--- src/rtl/dac_seg_pkg.sv ---
// Shared widths, types and code helpers for the segmented DAC encoder.
// The 12-bit code splits into a 7-bit binary LSB field and a 0..17 unary MSB count.
package dac_seg_pkg;

    localparam int NBIN     = 7;
    localparam int NTHERM   = 17;
    localparam int CODE_W   = 12;
    localparam int PTR_W    = 5;
    localparam int CODE_MAX = (2**NBIN - 1) + NTHERM * (2**NBIN);

    typedef logic [NBIN-1:0]   bin_t;
    typedef logic [NTHERM-1:0] therm_t;
    typedef logic [CODE_W-1:0] code_t;
    typedef logic [PTR_W-1:0]  ptr_t;
    typedef logic [PTR_W-1:0]  msb_t;

    localparam code_t CODE_MAX_C = code_t'(CODE_MAX);

    function automatic logic code_is_over(input code_t code);
        return (code > CODE_MAX_C);
    endfunction

    function automatic code_t clamp_code(input code_t code);
        return code_is_over(code) ? CODE_MAX_C : code;
    endfunction

    function automatic bin_t code_bin(input code_t code);
        return code[NBIN-1:0];
    endfunction

    // Upper five bits of a clamped code never exceed NTHERM.
    function automatic msb_t code_msb(input code_t code);
        return code[CODE_W-1:NBIN];
    endfunction

endpackage

--- src/rtl/dac_therm_rotator.sv ---
// Places msb unary ones starting at cell ptr, wrapping modulo NTHERM,
// and returns the start pointer for the following sample.
module dac_therm_rotator
    import dac_seg_pkg::*;
(
    input  logic [PTR_W-1:0]  msb_i,
    input  logic [PTR_W-1:0]  ptr_i,
    output logic [NTHERM-1:0] therm_o,
    output logic [PTR_W-1:0]  ptr_next_o
);

    logic [PTR_W:0] sum;
    logic [PTR_W:0] sum_wrap;

    // A cell is lit when its distance from ptr (going upward, wrapping) is below msb.
    always_comb begin
        logic [PTR_W:0] idx;
        logic [PTR_W:0] off;
        therm_o = '0;
        idx     = '0;
        off     = '0;
        for (int i = 0; i < NTHERM; i++) begin
            idx = (PTR_W+1)'(i);
            if (idx >= {1'b0, ptr_i}) begin
                off = idx - {1'b0, ptr_i};
            end else begin
                off = idx + (PTR_W+1)'(NTHERM) - {1'b0, ptr_i};
            end
            therm_o[i] = (off < {1'b0, msb_i});
        end
    end

    // ptr + msb peaks at 16 + 17 = 33, so a single conditional subtract suffices.
    always_comb begin
        sum      = {1'b0, ptr_i} + {1'b0, msb_i};
        sum_wrap = sum - (PTR_W+1)'(NTHERM);
        if (sum >= (PTR_W+1)'(NTHERM)) begin
            ptr_next_o = sum_wrap[PTR_W-1:0];
        end else begin
            ptr_next_o = sum[PTR_W-1:0];
        end
    end

endmodule

--- src/rtl/dac_segment_encoder.sv ---
// Two-stage code encoder for the segmented DAC: clamp/split, then binary plus
// rotated thermometer controls with complement rails for driver_cell.
module dac_segment_encoder
    import dac_seg_pkg::*;
(
    input  logic              clk,
    input  logic              rstb,
    input  logic              pdb,
    input  logic [CODE_W-1:0] code_in,
    input  logic              code_valid,
    input  logic              dem_en,
    output logic [NBIN-1:0]   datain,
    output logic [NBIN-1:0]   datainb,
    output logic [NTHERM-1:0] datatherm,
    output logic [NTHERM-1:0] datathermb,
    output logic              out_valid,
    output logic              sat_flag,
    output logic [PTR_W-1:0]  cell_ptr
);

    logic   s1_valid_q, s1_valid_d;
    bin_t   s1_bin_q,   s1_bin_d;
    msb_t   s1_msb_q,   s1_msb_d;
    logic   s1_sat_q,   s1_sat_d;
    logic   s1_dem_q,   s1_dem_d;

    bin_t   bin_q,    bin_d;
    bin_t   binb_q,   binb_d;
    therm_t therm_q,  therm_d;
    therm_t thermb_q, thermb_d;
    logic   valid_q,  valid_d;
    logic   sat_q,    sat_d;
    ptr_t   ptr_q,    ptr_d;

    ptr_t   rot_ptr;
    therm_t rot_therm;
    ptr_t   rot_ptr_next;
    code_t  code_clamped;

    // With DEM off every sample fills from cell 0.
    assign rot_ptr      = s1_dem_q ? ptr_q : '0;
    assign code_clamped = clamp_code(code_in);

    dac_therm_rotator u_rotator (
        .msb_i      (s1_msb_q),
        .ptr_i      (rot_ptr),
        .therm_o    (rot_therm),
        .ptr_next_o (rot_ptr_next)
    );

    always_comb begin
        s1_valid_d = 1'b0;
        s1_bin_d   = s1_bin_q;
        s1_msb_d   = s1_msb_q;
        s1_sat_d   = s1_sat_q;
        s1_dem_d   = s1_dem_q;
        if (pdb && code_valid) begin
            s1_valid_d = 1'b1;
            s1_bin_d   = code_bin(code_clamped);
            s1_msb_d   = code_msb(code_clamped);
            s1_sat_d   = code_is_over(code_in);
            s1_dem_d   = dem_en;
        end
    end

    // Power-down parks both rails low so no current switch is steered.
    always_comb begin
        bin_d    = bin_q;
        binb_d   = binb_q;
        therm_d  = therm_q;
        thermb_d = thermb_q;
        valid_d  = 1'b0;
        sat_d    = sat_q;
        ptr_d    = ptr_q;
        if (!pdb) begin
            bin_d    = '0;
            binb_d   = '0;
            therm_d  = '0;
            thermb_d = '0;
            sat_d    = 1'b0;
            ptr_d    = '0;
        end else if (s1_valid_q) begin
            bin_d    = s1_bin_q;
            binb_d   = ~s1_bin_q;
            therm_d  = rot_therm;
            thermb_d = ~rot_therm;
            valid_d  = 1'b1;
            sat_d    = s1_sat_q;
            ptr_d    = s1_dem_q ? rot_ptr_next : '0;
        end
    end

    always_ff @(posedge clk or negedge rstb) begin
        if (!rstb) begin
            s1_valid_q <= 1'b0;
            s1_bin_q   <= '0;
            s1_msb_q   <= '0;
            s1_sat_q   <= 1'b0;
            s1_dem_q   <= 1'b0;
        end else begin
            s1_valid_q <= s1_valid_d;
            s1_bin_q   <= s1_bin_d;
            s1_msb_q   <= s1_msb_d;
            s1_sat_q   <= s1_sat_d;
            s1_dem_q   <= s1_dem_d;
        end
    end

    always_ff @(posedge clk or negedge rstb) begin
        if (!rstb) begin
            bin_q    <= '0;
            binb_q   <= '0;
            therm_q  <= '0;
            thermb_q <= '0;
            valid_q  <= 1'b0;
            sat_q    <= 1'b0;
            ptr_q    <= '0;
        end else begin
            bin_q    <= bin_d;
            binb_q   <= binb_d;
            therm_q  <= therm_d;
            thermb_q <= thermb_d;
            valid_q  <= valid_d;
            sat_q    <= sat_d;
            ptr_q    <= ptr_d;
        end
    end

    assign datain     = bin_q;
    assign datainb    = binb_q;
    assign datatherm  = therm_q;
    assign datathermb = thermb_q;
    assign out_valid  = valid_q;
    assign sat_flag   = sat_q;
    assign cell_ptr   = ptr_q;

endmodule

--- config.mk ---
export PLATFORM = sky130hd
export DESIGN_NAME = dac_segment_encoder
export DESIGN_NICKNAME = d
export VERILOG_FILES = /design/src/rtl/dac_seg_pkg.sv /design/src/rtl/dac_therm_rotator.sv /design/src/rtl/dac_segment_encoder.sv
export SDC_FILE = /design/constraint.sdc
export NUM_CORES = 1
export LEC_CHECK = 0
export CAP_MARGIN = 20
export CORE_UTILIZATION = 35
export DETAILED_ROUTE_END_ITERATION = 10
export DONT_BUFFER_PORTS = 1
export PLACE_DENSITY = 0.46
export SYNTH_ARGS = -nofsm -noshare
export SYNTH_HDL_FRONTEND = slang
export SYNTH_HIERARCHICAL = 1
export SYNTH_SLANG_ARGS = --single-unit
--- constraint.sdc ---
create_clock -name clk -period 6.8 [get_ports clk]
set_input_delay 1.36 -clock clk [delete_from_list [all_inputs] [get_ports clk]]
set_output_delay 1.36 -clock clk [all_outputs]
set_load 0.05 [all_outputs]
==> impl_metrics.xml <==
<?xml version="1.0" encoding="UTF-8"?>
<metrics>
  <group name="status">
    <metric name="outcome" unit="">completed</metric>
  </group>
  <group name="detailed_routing">
    <metric name="iteration_0_drc_count_of_the_detailed_router" unit="">357</metric>
    <metric name="post_drt_via_cell_ratio" unit="">5.65</metric>
    <metric name="drt_pre_antenna_iters" unit="">5</metric>
    <metric name="post-route-drc-count" unit="">0</metric>
    <metric name="totalWireLength" unit="mm">21.9</metric>
    <metric name="ant_nets" unit="">0</metric>
    <metric name="routed_wire_length_per_instance" unit="um">20.4</metric>
    <metric name="routed-via-count" unit="">6055</metric>
  </group>
  <group name="clock_tree">
    <metric name="holdBufCountCts" unit="">0</metric>
    <metric name="cts.reportedPaths.clkPinSlew" unit="ps">60</metric>
    <metric name="htree_num_levels" unit="">3</metric>
    <metric name="clk_root_buffer_cell" unit="">clkbuf_16</metric>
    <metric name="postCtsSetupBuffers" unit="">0</metric>
    <metric name="cts_tree" unit="">done</metric>
    <metric name="count_of_instances_resized_after_the_clock_tree_is_built" unit="">0</metric>
    <metric name="numCtsBuffers" unit="">9</metric>
    <metric name="number_of_buffers_on_the_longest_clock_path" unit="">2</metric>
    <metric name="tritoncts_num_sinks" unit="">70</metric>
    <metric name="clk-insertion-delay-late" unit="ps">340</metric>
  </group>
  <group name="worst_setup_path">
    <metric name="r2r.worst_path.cells" unit="">17</metric>
    <metric name="rr_endpoint" unit="">datatherm[4]</metric>
    <metric name="critical_path_class" unit="">flip-flop to flip-flop</metric>
    <metric name="crit-reg2reg-launch" unit="">cell_ptr[3]</metric>
    <metric name="reg2reg_setup_slack" unit="ps">1860</metric>
    <metric name="worst_ep_arrival_time" unit="ps">5200</metric>
    <metric name="critical_path.endpoint_type" unit="">flip-flop</metric>
    <metric name="cp-endpoint" unit="">datatherm[4]</metric>
    <metric name="crit_path_start" unit="">cell_ptr[3]</metric>
    <metric name="cp_data_required_time" unit="ps">7060</metric>
    <metric name="worst_setup_path_start_kind" unit="">flip-flop</metric>
    <metric name="critPathMaxFanout" unit="">19</metric>
  </group>
  <group name="floorplan">
    <metric name="dieWidth" unit="um">148</metric>
    <metric name="top_level_ports" unit="">72</metric>
    <metric name="initial_core_util" unit="">0.362</metric>
    <metric name="rows" unit="">52</metric>
    <metric name="die-height" unit="um">148</metric>
    <metric name="fp.dieArea" unit="um2">21800</metric>
    <metric name="placeableCoreArea" unit="um2">20500</metric>
  </group>
  <group name="global_routing">
    <metric name="grt-ovfl-total" unit="">0</metric>
    <metric name="globalRouteTotalUtil" unit="">0.204</metric>
    <metric name="grt_max_degree" unit="">71</metric>
    <metric name="first_pass_grt_wire_length" unit="mm">34.8</metric>
    <metric name="via_count_of_the_first_global_routing_pass" unit="">6195</metric>
    <metric name="grt_antenna_before_repair" unit="">0</metric>
  </group>
  <group name="placed_design">
    <metric name="numPortBuffers" unit="">0</metric>
    <metric name="place_hpwl" unit="mm">15.5</metric>
    <metric name="gpl.final_weighted_congestion" unit="">0.884</metric>
    <metric name="place_ws" unit="ps">1950</metric>
  </group>
  <group name="sta">
    <metric name="final_hold_viol_count" unit="">0</metric>
    <metric name="setup_total_negative_slack" unit="ps">0</metric>
    <metric name="final-max-slew-violation-count" unit="">0</metric>
    <metric name="timing.final.crit_share" unit="">0.726</metric>
    <metric name="setup_repair_after_global_routing_missed_its_margin" unit="">no</metric>
    <metric name="tightestPinTransition" unit="ps">948</metric>
    <metric name="finalWorstPathRequiredPeriod" unit="ps">4940</metric>
    <metric name="worst_clock_skew" unit="ps">8.39</metric>
    <metric name="setup_viol" unit="">0</metric>
    <metric name="slew-limit-headroom" unit="">0.367</metric>
    <metric name="layout_setup_ws" unit="ps">1860</metric>
    <metric name="achievable-frequency" unit="GHz">0.203</metric>
  </group>
  <group name="synth">
    <metric name="postSynthRegisterBits" unit="">70</metric>
    <metric name="synthFlopType" unit="">dfrtp_1</metric>
    <metric name="netlist_instances" unit="">827</metric>
    <metric name="syn_area" unit="um2">7410</metric>
    <metric name="syn_avg_cell_area" unit="um2">8.96</metric>
    <metric name="synth_warn" unit="">6</metric>
    <metric name="postSynth.asyncResetShare" unit="">1.00</metric>
    <metric name="synthesis.nets" unit="">946</metric>
    <metric name="part_of_the_yosys_area_used_for_sequential_elements" unit="">0.236</metric>
    <metric name="synth-edff-count" unit="">0</metric>
    <metric name="post_synth_num_cell_types" unit="">80</metric>
  </group>
  <group name="power">
    <metric name="cellLeakagePower" unit="nW">3.33</metric>
    <metric name="worst_ir_drop_on_vdd" unit="mV">0.124</metric>
    <metric name="pwr_density_cell" unit="nW/um2">199</metric>
    <metric name="pnr_total_power" unit="W">0.00156</metric>
  </group>
  <group name="finish">
    <metric name="layout_commonest_cell" unit="">ha_1</metric>
    <metric name="antenna_diode_instance_count" unit="">0</metric>
    <metric name="area.growth.synth_to_final" unit="%">5.89</metric>
    <metric name="fillCellCount" unit="">2099</metric>
    <metric name="final_net_count" unit="">916</metric>
    <metric name="drive_above_1_share" unit="">0.0873</metric>
    <metric name="mostFrequentLayoutCells" unit="">ha_1, dfrtp_1, nand2b_1</metric>
  </group>
  <group name="run">
    <metric name="drv_cap" unit="">0</metric>
  </group>
  <group name="min_path">
    <metric name="hold_path_class" unit="">flip-flop to flip-flop</metric>
  </group>
</metrics>
-- worst max-delay path: stages, from the launching register on --
cell,delay [ps]
dfrtp_1,570
and2_1,270
buf_4,210
inv_1,640
ha_1,550
ha_1,510
a21oi_1,80
a2111oi_0,410
a31oi_1,90
nand2_1,100
ha_1,240
and4_1,220
nand2_1,80
a31oi_2,100
a2111oi_2,290
a21boi_1,230
mux2i_1,100
nor2b_1,140
-- power breakdown --
part | internal (W) | leakage, nW | switching, W
Clock | 0.000325 | 0.157 | 0.000193
Sequential | 0.000453 | 0.926 | 0.000131
Combinational | 0.000199 | 2.25 | 0.000259
Total | 0.000978 | 3.33 | 0.000582
-- area by class of cell --
cell class / instances / area [um2] / area share
Clock buffer: 9 / 225 / 0.0287
Clock inverter: 7 / 103 / 0.0131
Inverter: 41 / 154 / 0.0196
Multi-Input combinational cell: 665 / 5200 / 0.663
Sequential cell: 70 / 1750 / 0.223
Tap cell: 270 / 338 / 0.0430
Timing Repair Buffer: 10 / 75.1 / 0.00957
-- through the flow --
step / instance area [um2] / hold slack, ps / std cells / utilization
final: 7850 / 559 / 1072 / 0.383
after global routing: 7850 / 590 / 1072 / 0.383
after CTS: 7850 / 564 / 1072 / 0.383
after detailed placement: 7520 / 552 / 1056 / 0.367
after global placement: 7520 / 529 / 1056 / 0.367
after floorplan: 7410 / 510 / 827 / -
-- kinds of logic (layout without fill, tap and decap cells) --
group,count (synthesis),in the layout,share of synthesized area
flops,70,70,0.236
xor+xnor,56,56,0.0662
buf+inv,92,67,0.0620
simple gates,233,233,0.179
mux,47,47,0.0653
fa+ha+maj,102,102,0.173
compound gates,227,227,0.217
-- sequential cells by signal, indices dropped and copies added (netlist names), 5 cells and up --
signal and cells:
datatherm 17, datathermb 17, datain 7, datainb 7
s1_bin_q 7, cell_ptr 5, s1_msb_q 5
-- Yosys cell counts, drive strengths merged, types with 3 or more instances --
cell / instances / area, um2
nand3: 24 / 133
nor3: 6 / 41.3
a31o: 3 / 26.3
a211oi: 8 / 60.1
mux2: 8 / 93.8
o221ai: 10 / 138
o21ai: 38 / 190
a21o: 17 / 128
xor2: 5 / 43.8
o2111ai: 7 / 61.3
a21boi: 35 / 263
and2b: 3 / 25.0
and3: 4 / 25.0
nand2b: 62 / 390
nor2: 26 / 100
clkbuf: 14 / 52.6
a21oi: 61 / 347
nand2: 41 / 154
buf: 37 / 253
and2: 10 / 65.1
nor2b: 38 / 245
nand4b: 4 / 35.0
mux2i: 39 / 390
inv: 41 / 154
o22ai: 4 / 31.3
ha: 101 / 1260
a2111oi: 6 / 72.6
or2: 3 / 21.3
a211o: 3 / 26.3
o31ai: 5 / 37.5
dfrtp: 70 / 1750
xnor2: 51 / 447
a31oi: 14 / 93.8
nor3b: 3 / 27.5
nand4: 3 / 18.8
-- worst min-delay path by stage --
stage | startpoint | cells past startpoint | end | slack (ps)
after global placement | s1_sat_q | 2 | sat_flag | 530
final | s1_sat_q | 2 | sat_flag | 560
after floorplan | s1_dem_q | 2 | cell_ptr[4] | 510
after detailed placement | s1_sat_q | 2 | sat_flag | 550
after global routing | s1_sat_q | 2 | s1_sat_q | 590
after CTS | s1_sat_q | 2 | sat_flag | 560
-- routing by layer --
| metal | global-route usage | vias to the layer above | part of all wire |
|---|---|---|---|
| li1 | - | 2885 | - |
| met1 | 0.268 | 2964 | 0.46 |
| met2 | 0.342 | 174 | 0.48 |
| met3 | 0.0318 | 32 | 0.045 |
| met4 | 0.0660 | 0 | 0.023 |
| met5 | 0 | - | 0 |
Power figures use the tool's default switching activity.
